`src/rtl/cam_init_seq.sv`:
```
`default_nettype none
// ============================================================================
// Module      : cam_init_seq
// Description : Camera bring-up sequencer (clk_100 domain).
//               Power-cycles the camera through pwrup_o, waits for supply and
//               sensor start-up, fires one trigger at the I2C register writer
//               and waits for its completion pulse. A missing completion
//               causes a power-cycle and retry, up to MAX_RETRIES extra
//               attempts. The final outcome is reported on ready_o / fail_o.
//
// Ports       : clk_i        system clock (clk_100)
//               rst_i        synchronous active-high reset
//               start_i      request (re)initialisation, sampled every cycle
//               done_i       one-cycle completion pulse from the I2C writer
//               trig_o       one-cycle trigger pulse to the I2C writer
//               pwrup_o      camera power enable
//               busy_o       sequence in progress
//               ready_o      camera configured
//               fail_o       all attempts timed out
//               retry_cnt_o  retries consumed in the current sequence
//
// Revision    : 1.0 - initial release
// ============================================================================
module cam_init_seq #(
    parameter int unsigned CLK_FREQ_HZ = 100_000_000,
    parameter int unsigned PWRDN_US    = 1000,
    parameter int unsigned PWRUP_US    = 20000,
    parameter int unsigned TIMEOUT_US  = 50000,
    parameter int unsigned SETTLE_US   = 1000,
    parameter int unsigned MAX_RETRIES = 3,
    localparam int unsigned RETRY_W    = (MAX_RETRIES > 0) ? $clog2(MAX_RETRIES + 1) : 1
) (
    input  logic               clk_i,
    input  logic               rst_i,
    input  logic               start_i,
    input  logic               done_i,
    output logic               trig_o,
    output logic               pwrup_o,
    output logic               busy_o,
    output logic               ready_o,
    output logic               fail_o,
    output logic [RETRY_W-1:0] retry_cnt_o
);

    // ------------------------------------------------------------------------
    // Cycle counts derived from the microsecond timings
    // ------------------------------------------------------------------------
    localparam int unsigned c_clk_mhz   = CLK_FREQ_HZ / 1_000_000;
    localparam int unsigned c_n_pwrdn   = c_clk_mhz * PWRDN_US;
    localparam int unsigned c_n_pwrup   = c_clk_mhz * PWRUP_US;
    localparam int unsigned c_n_timeout = c_clk_mhz * TIMEOUT_US;
    localparam int unsigned c_n_settle  = c_clk_mhz * SETTLE_US;

    localparam int unsigned c_n_max_a = (c_n_pwrdn   > c_n_pwrup)  ? c_n_pwrdn   : c_n_pwrup;
    localparam int unsigned c_n_max_b = (c_n_timeout > c_n_settle) ? c_n_timeout : c_n_settle;
    localparam int unsigned c_n_max   = (c_n_max_a   > c_n_max_b)  ? c_n_max_a   : c_n_max_b;

    // The counter is loaded with N-1 and runs down to 0, so it only has to
    // hold values up to c_n_max-1.
    localparam int unsigned c_cnt_w = (c_n_max > 1) ? $clog2(c_n_max) : 1;

    localparam logic [c_cnt_w-1:0] c_ld_pwrdn   = c_cnt_w'(c_n_pwrdn   - 1);
    localparam logic [c_cnt_w-1:0] c_ld_pwrup   = c_cnt_w'(c_n_pwrup   - 1);
    localparam logic [c_cnt_w-1:0] c_ld_timeout = c_cnt_w'(c_n_timeout - 1);
    localparam logic [c_cnt_w-1:0] c_ld_settle  = c_cnt_w'(c_n_settle  - 1);
    localparam logic [c_cnt_w-1:0] c_cnt_one    = c_cnt_w'(1);

    localparam logic [RETRY_W-1:0] c_max_retries = RETRY_W'(MAX_RETRIES);
    localparam logic [RETRY_W-1:0] c_retry_one   = RETRY_W'(1);

    // ------------------------------------------------------------------------
    // Elaboration-time sanity checks on the timing parameters
    // ------------------------------------------------------------------------
    generate
        if ((CLK_FREQ_HZ % 1_000_000) != 0 || CLK_FREQ_HZ == 0) begin : g_bad_clk
            $error("cam_init_seq: CLK_FREQ_HZ must be a non-zero multiple of 1 MHz");
        end
        if (PWRDN_US == 0 || PWRUP_US == 0 || TIMEOUT_US == 0 || SETTLE_US == 0) begin : g_bad_time
            $error("cam_init_seq: all *_US timings must be at least 1");
        end
    endgenerate

    // ------------------------------------------------------------------------
    // State machine
    // ------------------------------------------------------------------------
    typedef enum logic [2:0] {
        ST_IDLE        = 3'd0,
        ST_PWR_OFF     = 3'd1,
        ST_PWR_ON_WAIT = 3'd2,
        ST_TRIG        = 3'd3,
        ST_WAIT_DONE   = 3'd4,
        ST_SETTLE      = 3'd5,
        ST_READY       = 3'd6,
        ST_FAIL        = 3'd7
    } state_t;

    state_t               r_state;
    state_t               w_state_next;
    logic [c_cnt_w-1:0]   r_cnt;
    logic [c_cnt_w-1:0]   w_cnt_next;
    logic [RETRY_W-1:0]   r_retry;
    logic [RETRY_W-1:0]   w_retry_next;
    logic                 w_cnt_zero;

    // Registered outputs and their next values
    logic r_trig;
    logic r_pwrup;
    logic r_busy;
    logic r_ready;
    logic r_fail;
    logic w_trig_next;
    logic w_pwrup_next;
    logic w_busy_next;
    logic w_ready_next;
    logic w_fail_next;

    assign w_cnt_zero = (r_cnt == '0);

    // State, counter and retry registers
    always_ff @(posedge clk_i) begin
        if (rst_i) begin
            r_state <= ST_IDLE;
            r_cnt   <= '0;
            r_retry <= '0;
        end else begin
            r_state <= w_state_next;
            r_cnt   <= w_cnt_next;
            r_retry <= w_retry_next;
        end
    end

    // Next-state, counter and retry logic. Every timed state is entered with
    // the counter preloaded to N-1, so the state lasts exactly N cycles and
    // leaves on the cycle the counter reads zero.
    always_comb begin
        w_state_next = r_state;
        w_cnt_next   = r_cnt;
        w_retry_next = r_retry;

        case (r_state)
            ST_IDLE: begin
                w_retry_next = '0;
                if (start_i) begin
                    w_state_next = ST_PWR_OFF;
                    w_cnt_next   = c_ld_pwrdn;
                end
            end

            ST_PWR_OFF: begin
                if (w_cnt_zero) begin
                    w_state_next = ST_PWR_ON_WAIT;
                    w_cnt_next   = c_ld_pwrup;
                end else begin
                    w_cnt_next = r_cnt - c_cnt_one;
                end
            end

            ST_PWR_ON_WAIT: begin
                if (w_cnt_zero) begin
                    w_state_next = ST_TRIG;
                end else begin
                    w_cnt_next = r_cnt - c_cnt_one;
                end
            end

            ST_TRIG: begin
                w_state_next = ST_WAIT_DONE;
                w_cnt_next   = c_ld_timeout;
            end

            ST_WAIT_DONE: begin
                // Completion is checked before expiry so that a pulse landing
                // on the final timeout cycle still counts as success.
                if (done_i) begin
                    w_state_next = ST_SETTLE;
                    w_cnt_next   = c_ld_settle;
                end else if (w_cnt_zero) begin
                    if (r_retry < c_max_retries) begin
                        w_retry_next = r_retry + c_retry_one;
                        w_state_next = ST_PWR_OFF;
                        w_cnt_next   = c_ld_pwrdn;
                    end else begin
                        w_state_next = ST_FAIL;
                    end
                end else begin
                    w_cnt_next = r_cnt - c_cnt_one;
                end
            end

            ST_SETTLE: begin
                if (w_cnt_zero) begin
                    w_state_next = ST_READY;
                end else begin
                    w_cnt_next = r_cnt - c_cnt_one;
                end
            end

            ST_READY, ST_FAIL: begin
                // The retry count is held for inspection until a new request.
                if (start_i) begin
                    w_state_next = ST_PWR_OFF;
                    w_cnt_next   = c_ld_pwrdn;
                    w_retry_next = '0;
                end
            end

            default: begin
                w_state_next = ST_IDLE;
                w_cnt_next   = '0;
                w_retry_next = '0;
            end
        endcase
    end

    // Output decode from the next state; the result is registered so the
    // outputs line up with the state they describe and are glitch-free.
    always_comb begin
        w_trig_next  = 1'b0;
        w_pwrup_next = 1'b0;
        w_busy_next  = 1'b0;
        w_ready_next = 1'b0;
        w_fail_next  = 1'b0;

        case (w_state_next)
            ST_PWR_OFF: begin
                w_busy_next = 1'b1;
            end
            ST_PWR_ON_WAIT, ST_WAIT_DONE, ST_SETTLE: begin
                w_busy_next  = 1'b1;
                w_pwrup_next = 1'b1;
            end
            ST_TRIG: begin
                w_busy_next  = 1'b1;
                w_pwrup_next = 1'b1;
                w_trig_next  = 1'b1;
            end
            ST_READY: begin
                w_ready_next = 1'b1;
                w_pwrup_next = 1'b1;
            end
            ST_FAIL: begin
                w_fail_next = 1'b1;
            end
            default: begin
                w_trig_next = 1'b0;
            end
        endcase
    end

    always_ff @(posedge clk_i) begin
        if (rst_i) begin
            r_trig  <= 1'b0;
            r_pwrup <= 1'b0;
            r_busy  <= 1'b0;
            r_ready <= 1'b0;
            r_fail  <= 1'b0;
        end else begin
            r_trig  <= w_trig_next;
            r_pwrup <= w_pwrup_next;
            r_busy  <= w_busy_next;
            r_ready <= w_ready_next;
            r_fail  <= w_fail_next;
        end
    end

    assign trig_o      = r_trig;
    assign pwrup_o     = r_pwrup;
    assign busy_o      = r_busy;
    assign ready_o     = r_ready;
    assign fail_o      = r_fail;
    assign retry_cnt_o = r_retry;

endmodule
`default_nettype wire

```
`config.mk`:
```
export PLATFORM = sky130hd
export DESIGN_NAME = cam_init_seq
export DESIGN_NICKNAME = d
export VERILOG_FILES = /design/src/rtl/cam_init_seq.sv
export SDC_FILE = /design/constraint.sdc
export NUM_CORES = 1
export LEC_CHECK = 0
export CAP_MARGIN = 20
export CORE_MARGIN = 3
export CORE_UTILIZATION = 50
export CTS_CLUSTER_DIAMETER = 120
export DETAILED_ROUTE_END_ITERATION = 10
export GPL_ROUTABILITY_DRIVEN = 0
export HOLD_SLACK_MARGIN = 0.08
export PLACE_DENSITY = 0.68
export SLEW_MARGIN = 20
export SYNTH_ARGS = -nofsm -noshare
export SYNTH_HDL_FRONTEND = slang
export SYNTH_SLANG_ARGS = --single-unit
```
`constraint.sdc`:
```
create_clock -name clk_i -period 2 [get_ports clk_i]
set_input_delay 0.2 -clock clk_i [delete_from_list [all_inputs] [get_ports clk_i]]
set_output_delay 0.2 -clock clk_i [all_outputs]
set_load 0.005 [all_outputs]
```
Yosys cells after proc, flatten, opt, wreduce, memory -nomap -nowiden

Index checks and enable logic that the tools add are counted.

Latch bits: 0
Register bits: 33
Output and inout port bits: 7
ROM bits: 0
Input port bits: 4
Logic and storage cells: 67
Memories kept: 0
Memory bits (writable): 0

Bitwise operators: 0
Reductions and logical operators: 10
Divide/modulo/power cells: 0
$mul: 0
$add $sub $neg: 2
Shift operators: 0
Multiplexer cells: 25
Eq/ne operators: 21
Magnitude comparators: 1

Operators by type and width:

| cell                    | count |
|---|---|
| $mux W23                | 6 |
| $pmux W23 S5            | 1 |
| $eq A3 B3 Y1 const B    | 8 |
| $logic_not A23 Y1       | 1 |
| $sub A23 B1 Y23 const B | 1 |
| $mux W3                 | 7 |
| $pmux W3 S6             | 1 |
| $eq A3 B2 Y1 const B    | 4 |
| $ne A2 B2 Y1 const B    | 5 |
| $reduce_or A5 Y1        | 2 |
| $mux W2                 | 4 |
| $eq A3 B1 Y1 const B    | 2 |
| $pmux W2 S3             | 1 |
| $mux W1                 | 5 |
| $reduce_and A5 Y1       | 1 |
| $ne A4 B4 Y1 const B    | 1 |
| $reduce_or A2 Y1        | 2 |
| $logic_not A3 Y1        | 1 |
| $reduce_and A3 Y1       | 1 |
| $reduce_bool A3 Y1      | 1 |
| $reduce_or A3 Y1        | 1 |
| $add A2 B1 Y2 const B   | 1 |
| $lt A2 B2 Y1 const B    | 1 |
| $ne A2 B1 Y1 const B    | 1 |

Depth between registers and ports, before layout

Gate-level depths: netlist of run 1.

Depth in word-level cells: 8
Mapped depth: 10
Gate-level depth less buffers: 8

Least setup slack after synthesis of run 1

No wires, ideal clock.

Kind: register to register
Start: register r_cnt[0]
End: register r_cnt[18]
Data arrival time: 2.018 ns
Required time: 1.925 ns
Path buffers: 2
Period minus slack after synthesis: 2.092 ns
Stages on the path, launching flop included: 11
Path slack: -0.092 ns
Setup time: 0.075 ns
Cells stage by stage: dfxtp_1 inv_1 ha_1 nor4b_1 nand4_2 o41ai_4 or2_1 buf_6 buf_6 nand2_1 a31oi_1

Cells in the longest elaborated chain, start to end: 4
Elaborated cells between the ends (all ways): 10
Those cells by class: 1 x add/sub; 2 x eq/ne; 5 x mux; 2 x reduce/logical

Ends and longest elaborated chain:

| element                                              | RTL line | source |
|---|---|---|
| start, declared                                      | 99       | `logic [c_cnt_w-1:0] r_cnt;` |
| start signal, assigned                               | 127      | `r_cnt <= w_cnt_next;` |
| $sub A23 B1 Y23 or $logic_not A23 Y1 (tied branches) | n/a      |  |
| $mux W23                                             | 177      | `end else if (w_cnt_zero) begin` |
| $mux W23                                             | 174      | `if (done_i) begin` |
| $pmux W23 S5                                         | 140      | `case (r_state)` |

Several ways; a longest one is shown, not always the timed one. The select of a mux whose other input is x is not followed.
A chain may end at the register's enable or synchronous reset.

Final worst setup path of run 1

Start: register r_cnt[1]
End: register r_cnt[7]

Same word-level chain as after synthesis.

==> key figures, run 1 <==
Drt
  – Drt drc: 0
  – Routed wire length per instance: 19.0 um
  – Via/cell ratio: 6.37
  – Initial drt markers: 267
  – Top layer in use: met4
  – First-pass DRT Iterations: 5
  – Vias: 2734
  – Met3 wire len: 570 um
  – Met2 Routed Length: 3.90 mm
  – Routed Antenna Nets: 0
  – M1 WL: 3.43 mm
  – Routed WL: 8.14 mm

Clocking
  – CTS Buffer Depth: 2
  – Clock Pin Slew Worst Setup and Hold Paths: 0.08 ns
  – Clock Tree Root: clkbuf_8
  – Clk Latency, worst-skew pair: 0.30 ns
  – CTS hold repair buffers: 0
  – Htree depth: 2
  – Clock sinks: 33
  – CTS tree: done
  – Num CTS Buffers: 5

Cells and area
  – Ant diodes: 0
  – Most frequent cells in the layout: buf_4 (80), nor2_1 (26), nand2_1 (24), dfxtp_1 (24), a21oi_1 (20)
  – Area Growth Syn to Fin: 54.7%
  – Final nets: 386
  – Post-route cell area: 3380 sq um
  – Final cell count without fillers: 429
  – Most common cell after layout, fill and taps aside: buf_4
  – Share of post-route cells with drive strength above 1: 42.5%

Logic synthesis
  – Ys Warns: 0
  – Area share of the largest cell type after synthesis: 30.3%
  – Post-synth top area cell: dfxtp_1
  – Cell area after synthesis: 2180 sq um
  – Post-synth ARST share: 0%
  – Synthesized net count: 296
  – Netlist cell types: 54
  – Synth area leaders: dfxtp_1 (30%), a21oi_1 (6.4%), o21ai_0 (5.7%), nor2_1 (5.0%), nand2_1 (4.8%)
  – Sequential share of the synthesized area: 30.3%
  – Ys flop type: dfxtp_1
  – Number of flops mapped to enable cells by yosys: 0
  – Syn_area_per_cell: 7.55 sq um
  – Post-synthesis register bit count: 33
  – Cells after Synth: 289

GRT
  – Number of global-route vias before repair: 2483
  – First-pass GRT wire length: 12.1 mm
  – GR Overflow Total: 0
  – Largest net degree at the start of global routing: 22
  – Tot GR Track Use: 29.7%
  – Initial antenna violation count: 0

Critical path
  – R2R cell count: 10
  – Critical-path cell list: inv_2 > ha_4 > nor4b_4 > nand4_4 > buf_6 > o41ai_4 > or2_4 > clkbuf_16 > o21ai_2 > o22ai_1
  – Crit path DAT: 2.40 ns
  – Critical path type: flip-flop to flip-flop
  – Worst Setup End Kind: flip-flop
  – Worst R2R End: r_cnt[7]$_SDFFE_PP0P_
  – CP max-delay cell: o41ai_4
  – Crit-path max cell delay: 0.35 ns
  – CP max FO: 5
  – Worst Path Buf+Inv: 3
  – Top delay family on crit path: simple AND/OR/NAND/NOR gates
  – R2R Path Start: r_cnt[1]$_SDFFE_PP0P_
  – CP Data Required Time: 2.21 ns
  – Critical Path Source Type: flip-flop
  – FF-to-FF setup slack: -0.19 ns

Power and ir drop
  – P_leak: 1.37 nW
  – Max rail drop VDD: 440 uV
  – Power per cell area: 678 nW/um^2

Status
  – Failing checks: negative setup slack
  – Status: finished with violations

Timing
  – Final hold vios: 0
  – Final setup vio count: 29
  – Period utilization: 109%
  – Tmin final: 2.19 ns
  – Worst Clk Skew: 0.0120 ns
  – Fmax: 457 MHz
  – Worst-margin pin slew: 0.473 ns
  – Final Max Tran Viols: 0
  – Final worst slack: -0.189 ns
  – Worst rel slew slack: 68.4%
  – RSZ-0062 raised after global routing: true

Die
  – Die height: 72.1 um
  – Starting Density: 53.1%
  – Die area: 5200 sq um
  – Die width: 72.1 um
  – IO Pins: 11
  – Row count: 23
  – Total core area: 4120 sq um

Min path
  – Hold-critical path endpoint: retry_cnt_o[0]$_SDFFE_PP0P_
  – Hold_sp: retry_cnt_o[0]$_SDFFE_PP0P_
  – Hold Crit Depth: 2
  – HP Class: flip-flop to flip-flop

Flow run
  – Max Cap Viol: 0

Placed design
  – Detailed placement HPWL: 4.89 mm
  – Area of placed instances: 2860 sq um
  – Port bufs: 10
  – Dpl ws: -0.179 ns
  – Cells after DPL: 406
==> kinds of logic (layout without fill, tap and decap cells) <==
family | count (synthesis) | after routing | synth area share (%)
AOI/OAI and AO/OA | 95 | 95 | 28.1
adders and majority gates | 3 | 3 | 1.72
buffers and inverters | 25 | 115 | 5.33
and+or+nand+nor | 131 | 131 | 33.8
DFF | 33 | 33 | 30.3
xor gates and xnor gates | 2 | 2 | 0.802
==> state kept, by name, summed over array words and instances, names as in the netlist <==
name and cells:
r_state 3, busy_o 1, ready_o 1, r_cnt 23
fail_o 1, retry_cnt_o 2, pwrup_o 1, trig_o 1
==> worst min-delay path: cells and delay by family, from the launching register on <==
| kind | cells | cell delay (ns) |
|---|---|---|
| flip-flops | 1 | 0.34 |
| AND/OR/NAND/NOR | 1 | 0.06 |
| AO/OA/AOI/OAI | 1 | 0.05 |
==> worst max-delay path by stage <==
| stage | slack, ns | cells past startpoint | endpoint | start |
|---|---|---|---|---|
| finish | -0.19 | 10 | r_cnt[7]$_SDFFE_PP0P_ | r_cnt[1]$_SDFFE_PP0P_ |
| global placement | -0.09 | 7 | ready_o$_SDFF_PP0_ | r_cnt[12]$_SDFFE_PP0P_ |
| floorplan | 0.0005 | 7 | r_cnt[22]$_SDFFE_PP0P_ | r_cnt[1]$_SDFFE_PP0P_ |
| global route | -0.25 | 10 | r_cnt[7]$_SDFFE_PP0P_ | r_cnt[1]$_SDFFE_PP0P_ |
| detailed placement | -0.18 | 9 | r_cnt[4]$_SDFFE_PP0P_ | r_cnt[0]$_SDFFE_PP0P_ |
| CTS | -0.10 | 9 | r_cnt[20]$_SDFFE_PP0P_ | r_cnt[15]$_SDFFE_PP0P_ |
==> synth_stat cells (all sizes together), types with 2 or more instances <==
master,n
buf,4
or4,5
a21oi,28
dfxtp,33
inv,11
nand2,30
o31ai,3
o311ai,3
nor2,29
ha,3
nand3,12
clkbuf,10
nor3,15
nor2b,3
o41ai,4
a22oi,2
a31oi,10
a21boi,4
nor4,10
o22ai,3
nor3b,5
a211oi,3
nand4,4
xor2,2
nand2b,3
a211o,2
o21ai,27
or3,3
or2,6
==> per-stage QoR <==
step	util (%)	total power [mW]	hold WS (ns)	setup TNS (ns)
after floorplan	-	1.16	0.380	0
after global placement	69.5	1.49	0.467	-0.771
after detailed placement	69.5	1.51	0.488	-3.51
after CTS	76.3	2.12	0.501	-1.73
after global routing	82.1	2.39	0.519	-6.01
final	82.1	2.29	0.491	-3.23
==> report_power, final <==
| part | switching (mW) | total (mW) | internal [mW] |
|---|---|---|---|
| sequential | 0.0612 | 0.765 | 0.704 |
| combinational | 0.510 | 0.991 | 0.481 |
| clock | 0.262 | 0.535 | 0.273 |
| total | 0.833 | 2.29 | 1.46 |
==> area by class of cell <==
cell class | instances | area (sq um)
tap | 50 | 62.6
clock buffer | 7 | 86.3
sequential | 33 | 672
multi-input combinational | 231 | 1680
fill | 273 | 737
timing repair buffer | 97 | 841
inverter | 11 | 41.3
==> timing repair <==
item	CTS	global route
pin swaps	8	33
endpoints found under the setup margin	29	31
setup buffers	8	5
cloned	1	2
resized for setup	23	50
==> per-layer routing <==
| metal | track usage (%) | up-vias |
|---|---|---|
| li1 | - | 1262 |
| met1 | 40.2 | 1302 |
| met2 | 47.1 | 131 |
| met3 | 6.23 | 39 |
| met4 | 9.60 | 0 |
| met5 | 0 | - |
Note: power is estimated with default switching activity, not from simulation.
==> run 2, diff against run 1 <==
--- a/config.mk
+++ b/config.mk
@@ -12,7 +12,8 @@
 export DETAILED_ROUTE_END_ITERATION = 10
 export GPL_ROUTABILITY_DRIVEN = 0
 export HOLD_SLACK_MARGIN = 0.08
-export PLACE_DENSITY = 0.68
+export PLACE_DENSITY = 0.65
+export SKIP_LAST_GASP = 1
 export SLEW_MARGIN = 20
 export SYNTH_ARGS = -nofsm -noshare
 export SYNTH_HDL_FRONTEND = slang
==> constraint.sdc (replaced) <==
create_clock -name clk_i -period 2.3 [get_ports clk_i]
set_input_delay 0.23 -clock clk_i [delete_from_list [all_inputs] [get_ports clk_i]]
set_output_delay 0.23 -clock clk_i [all_outputs]
set_load 0.005 [all_outputs]
==> run 2 against run 1 <==
Effect of this change:
- the flow now finishes without violations
- design area fell by 20%
- largest cell class unchanged
- critical path type unchanged
- first-iteration DRC count is 19% higher
- maximum frequency decreased by 0.47%
- utilization shrank 16 points
- sequential cell count unchanged
- non-clock buffer count down 53
- clock-buffer cell count is 1 lower
- register-to-register slack gained 0.29 ns
- clock skew is 0.0079 ns lower
==> key figures, run 2 (same netlist as run 1, synthesis figures left out) <==
Timing
  – Worst-margin pin slew: 0.520 ns (+0.0471 ns)
  – Worst rel slew slack: 65.3% (-3.1 points)
  – Worst Clk Skew: 0.00411 ns (-0.00792 ns)
  – Final setup vio count: 0 (-100%)
  – Final worst slack: 0.101 ns (+0.290 ns)
  – Period utilization: 95.6% (-14 points)
  – Setup tns final: 0 ns (+3.23 ns)
  – Min Hold Slack: 0.492 ns (+0.000936 ns)
  – Final Max Tran Viols: 0 (unchanged)
  – Fmax: 455 MHz (-0.47%)
  – Final hold vios: 0 (unchanged)
  – Tmin final: 2.20 ns (+0.0104 ns)

Placed design
  – Cells after DPL: 362 (-11%)
  – Area of placed instances: 2500 sq um (-13%)
  – Detailed placement HPWL: 4.39 mm (-10%)
  – Dpl ws: -0.0157 ns (+0.163 ns)
  – Port bufs: 10 (unchanged)

Power and ir drop
  – Power per cell area: 668 nW/um^2 (-1.5%)
  – Total chip power: 1.81 mW (-21%)
  – Max rail drop VDD: 442 uV (+0.49%)
  – P_leak: 1.04 nW (-24%)

Min path
  – HP Class: flip-flop to flip-flop

Clocking
  – CTS tree: done
  – Htree depth: 2 (unchanged)
  – Num CTS Buffers: 5 (unchanged)
  – CTS hold repair buffers: 0 (unchanged)
  – Clk Latency, worst-skew pair: 0.29 ns (about the same)
  – Clock sinks: 33 (unchanged)
  – Clock Tree Root: clkbuf_8
  – Clock Pin Slew Worst Setup and Hold Paths: 0.07 ns (about the same)
  – CTS Buffer Depth: 2 (unchanged)

Die
  – Total core area: 4120 sq um (unchanged)
  – Row count: 23 (unchanged)
  – IO Pins: 11 (unchanged)
  – Starting Density: 53.1% (unchanged)
  – Die height: 72.1 um (unchanged)
  – Die width: 72.1 um (unchanged)
  – Die area: 5200 sq um (unchanged)

Drt
  – Initial drt markers: 318 (+19%)
  – Via/cell ratio: 6.19 (-2.9%)
  – Routed WL: 6.14 mm (-25%)
  – Routed Antenna Nets: 0 (unchanged)
  – Routed wire length per instance: 16.3 um (-14%)
  – Vias: 2333 (-15%)
  – Drt drc: 0 (unchanged)
  – First-pass DRT Iterations: 5 (unchanged)

GRT
  – First-pass GRT wire length: 10.4 mm (-14%)
  – Initial antenna violation count: 0 (unchanged)
  – Number of global-route vias before repair: 2125 (-14%)
  – Largest net degree at the start of global routing: 22 (unchanged)
  – Tot GR Track Use: 25.1% (-4.6 points)
  – GR Overflow Total: 0 (unchanged)

Critical path
  – Critical-path cell list: or4_1 > nor4_1 > nor3b_1 > xor2_1 > a21oi_1 > nor4_1
  – Crit path to: r_cnt[16]$_SDFFE_PP0P_
  – CP Data Required Time: 2.51 ns (+0.30 ns)
  – Most used cell, CP: nor4_1
  – Crit path DAT: 2.41 ns (about the same)
  – CP max FO: 6 (+1)
  – FF-to-FF setup slack: 0.10 ns (+0.29 ns)
  – R2R Path Start: r_cnt[9]$_SDFFE_PP0P_
  – R2R cell count: 6 (-4)
  – Worst R2R End: r_cnt[16]$_SDFFE_PP0P_
  – Worst Path Buf+Inv: 0 (-3)
  – Crit path depth: 6 (-4)
  – CP startpoint: r_cnt[9]$_SDFFE_PP0P_
  – Critical Path Source Type: flip-flop
  – Worst Setup End Kind: flip-flop
  – CP max-delay cell: or4_1
  – Critical path type: flip-flop to flip-flop
  – Crit-path max cell delay: 0.61 ns (+0.26 ns)
  – Top delay family on crit path: simple AND/OR/NAND/NOR gates

Cells and area
  – Max reg flops: 23 (unchanged)
  – Post-route cell area: 2700 sq um (-20%)
  – Final nets: 333 (-14%)
  – Area Growth Syn to Fin: 23.8%
  – Most common cell after layout, fill and taps aside: dfxtp_1
  – Final cell count without fillers: 377 (-12%)
  – Filler Cell Count: 375 (+37%)
  – Share of post-route cells with drive strength above 1: 18.7% (-24 points)
  – Reg with most FFs: r_cnt
  – Most frequent cells in the layout: dfxtp_1 (33), buf_4 (32), nor2_1 (29)
  – Ant diodes: 0 (unchanged)
  – Final Util: 65.7% (-16 points)

Status
  – Status: finished, final reports clean

Flow run
  – Max Cap Viol: 0 (unchanged)
[run 2: cell types whose count changed in the layout (fill, tap and decap cells not counted), moves of 3 or more]
cell	previous run	this run
buf_4	80	32
o21ai_1	9	2
nor2_1	26	29
dfxtp_1	24	33
a21oi_1	20	28
o21ai_2	7	0
dfxtp_2	9	0
a21oi_2	8	0
nand2_2	5	2
nand2_1	24	28
nor2_2	3	0
o21ai_0	10	25
[run 2: how the worst min path moves through the flow]
stage	start	to	slack, ns	cells after the start
finish	retry_cnt_o[0]$_SDFFE_PP0P_	retry_cnt_o[0]$_SDFFE_PP0P_	0.49	2
global route	retry_cnt_o[1]$_SDFFE_PP0P_	retry_cnt_o[1]$_SDFFE_PP0P_	0.52	2
CTS	retry_cnt_o[0]$_SDFFE_PP0P_	retry_cnt_o[0]$_SDFFE_PP0P_	0.50	2
detailed placement	retry_cnt_o[0]$_SDFFE_PP0P_	retry_cnt_o[0]$_SDFFE_PP0P_	0.49	2
global placement	retry_cnt_o[0]$_SDFFE_PP0P_	retry_cnt_o[0]$_SDFFE_PP0P_	0.48	2
floorplan	rst_i	fail_o$_SDFF_PP0_	0.41	2
[run 2: per-layer routing]
metal  GRT usage, %  wire (um)  vias to the layer above
met5              0          0                        -
met4           8.56         89                        0
met3           6.93        449                       12
met2           37.2       2760                      100
met1           35.0       2850                     1075
li1               -          -                     1146
[run 2: layout make-up]
class | count | area, sq um | area share (%)
clock inverter | 2 | 37.5 | 1.39
sequential | 33 | 661 | 24.4
tap | 50 | 62.6 | 2.31
timing repair buffer | 44 | 380 | 14.1
multi-input combinational | 231 | 1440 | 53.2
clock buffer | 6 | 82.6 | 3.06
inverter | 11 | 41.3 | 1.53
[run 2: power breakdown]
| group | switching [mW] | internal [mW] |
|---|---|---|
| Sequential | 0.0505 | 0.609 |
| Combinational | 0.317 | 0.245 |
| Clock | 0.232 | 0.352 |
| Total | 0.599 | 1.21 |
[run 2: worst register-to-register path: stages (launching register included)]
cell,delay [ns]
dfxtp_1,0.37
or4_1,0.61
nor4_1,0.37
nor3b_1,0.38
xor2_1,0.18
a21oi_1,0.05
nor4_1,0.15
[run 2: repair_timing]
item,CTS,global route
pin swaps,0,4
gates resized for setup,1,3
buffers inserted,0,7
setup endpoints to repair,2,26
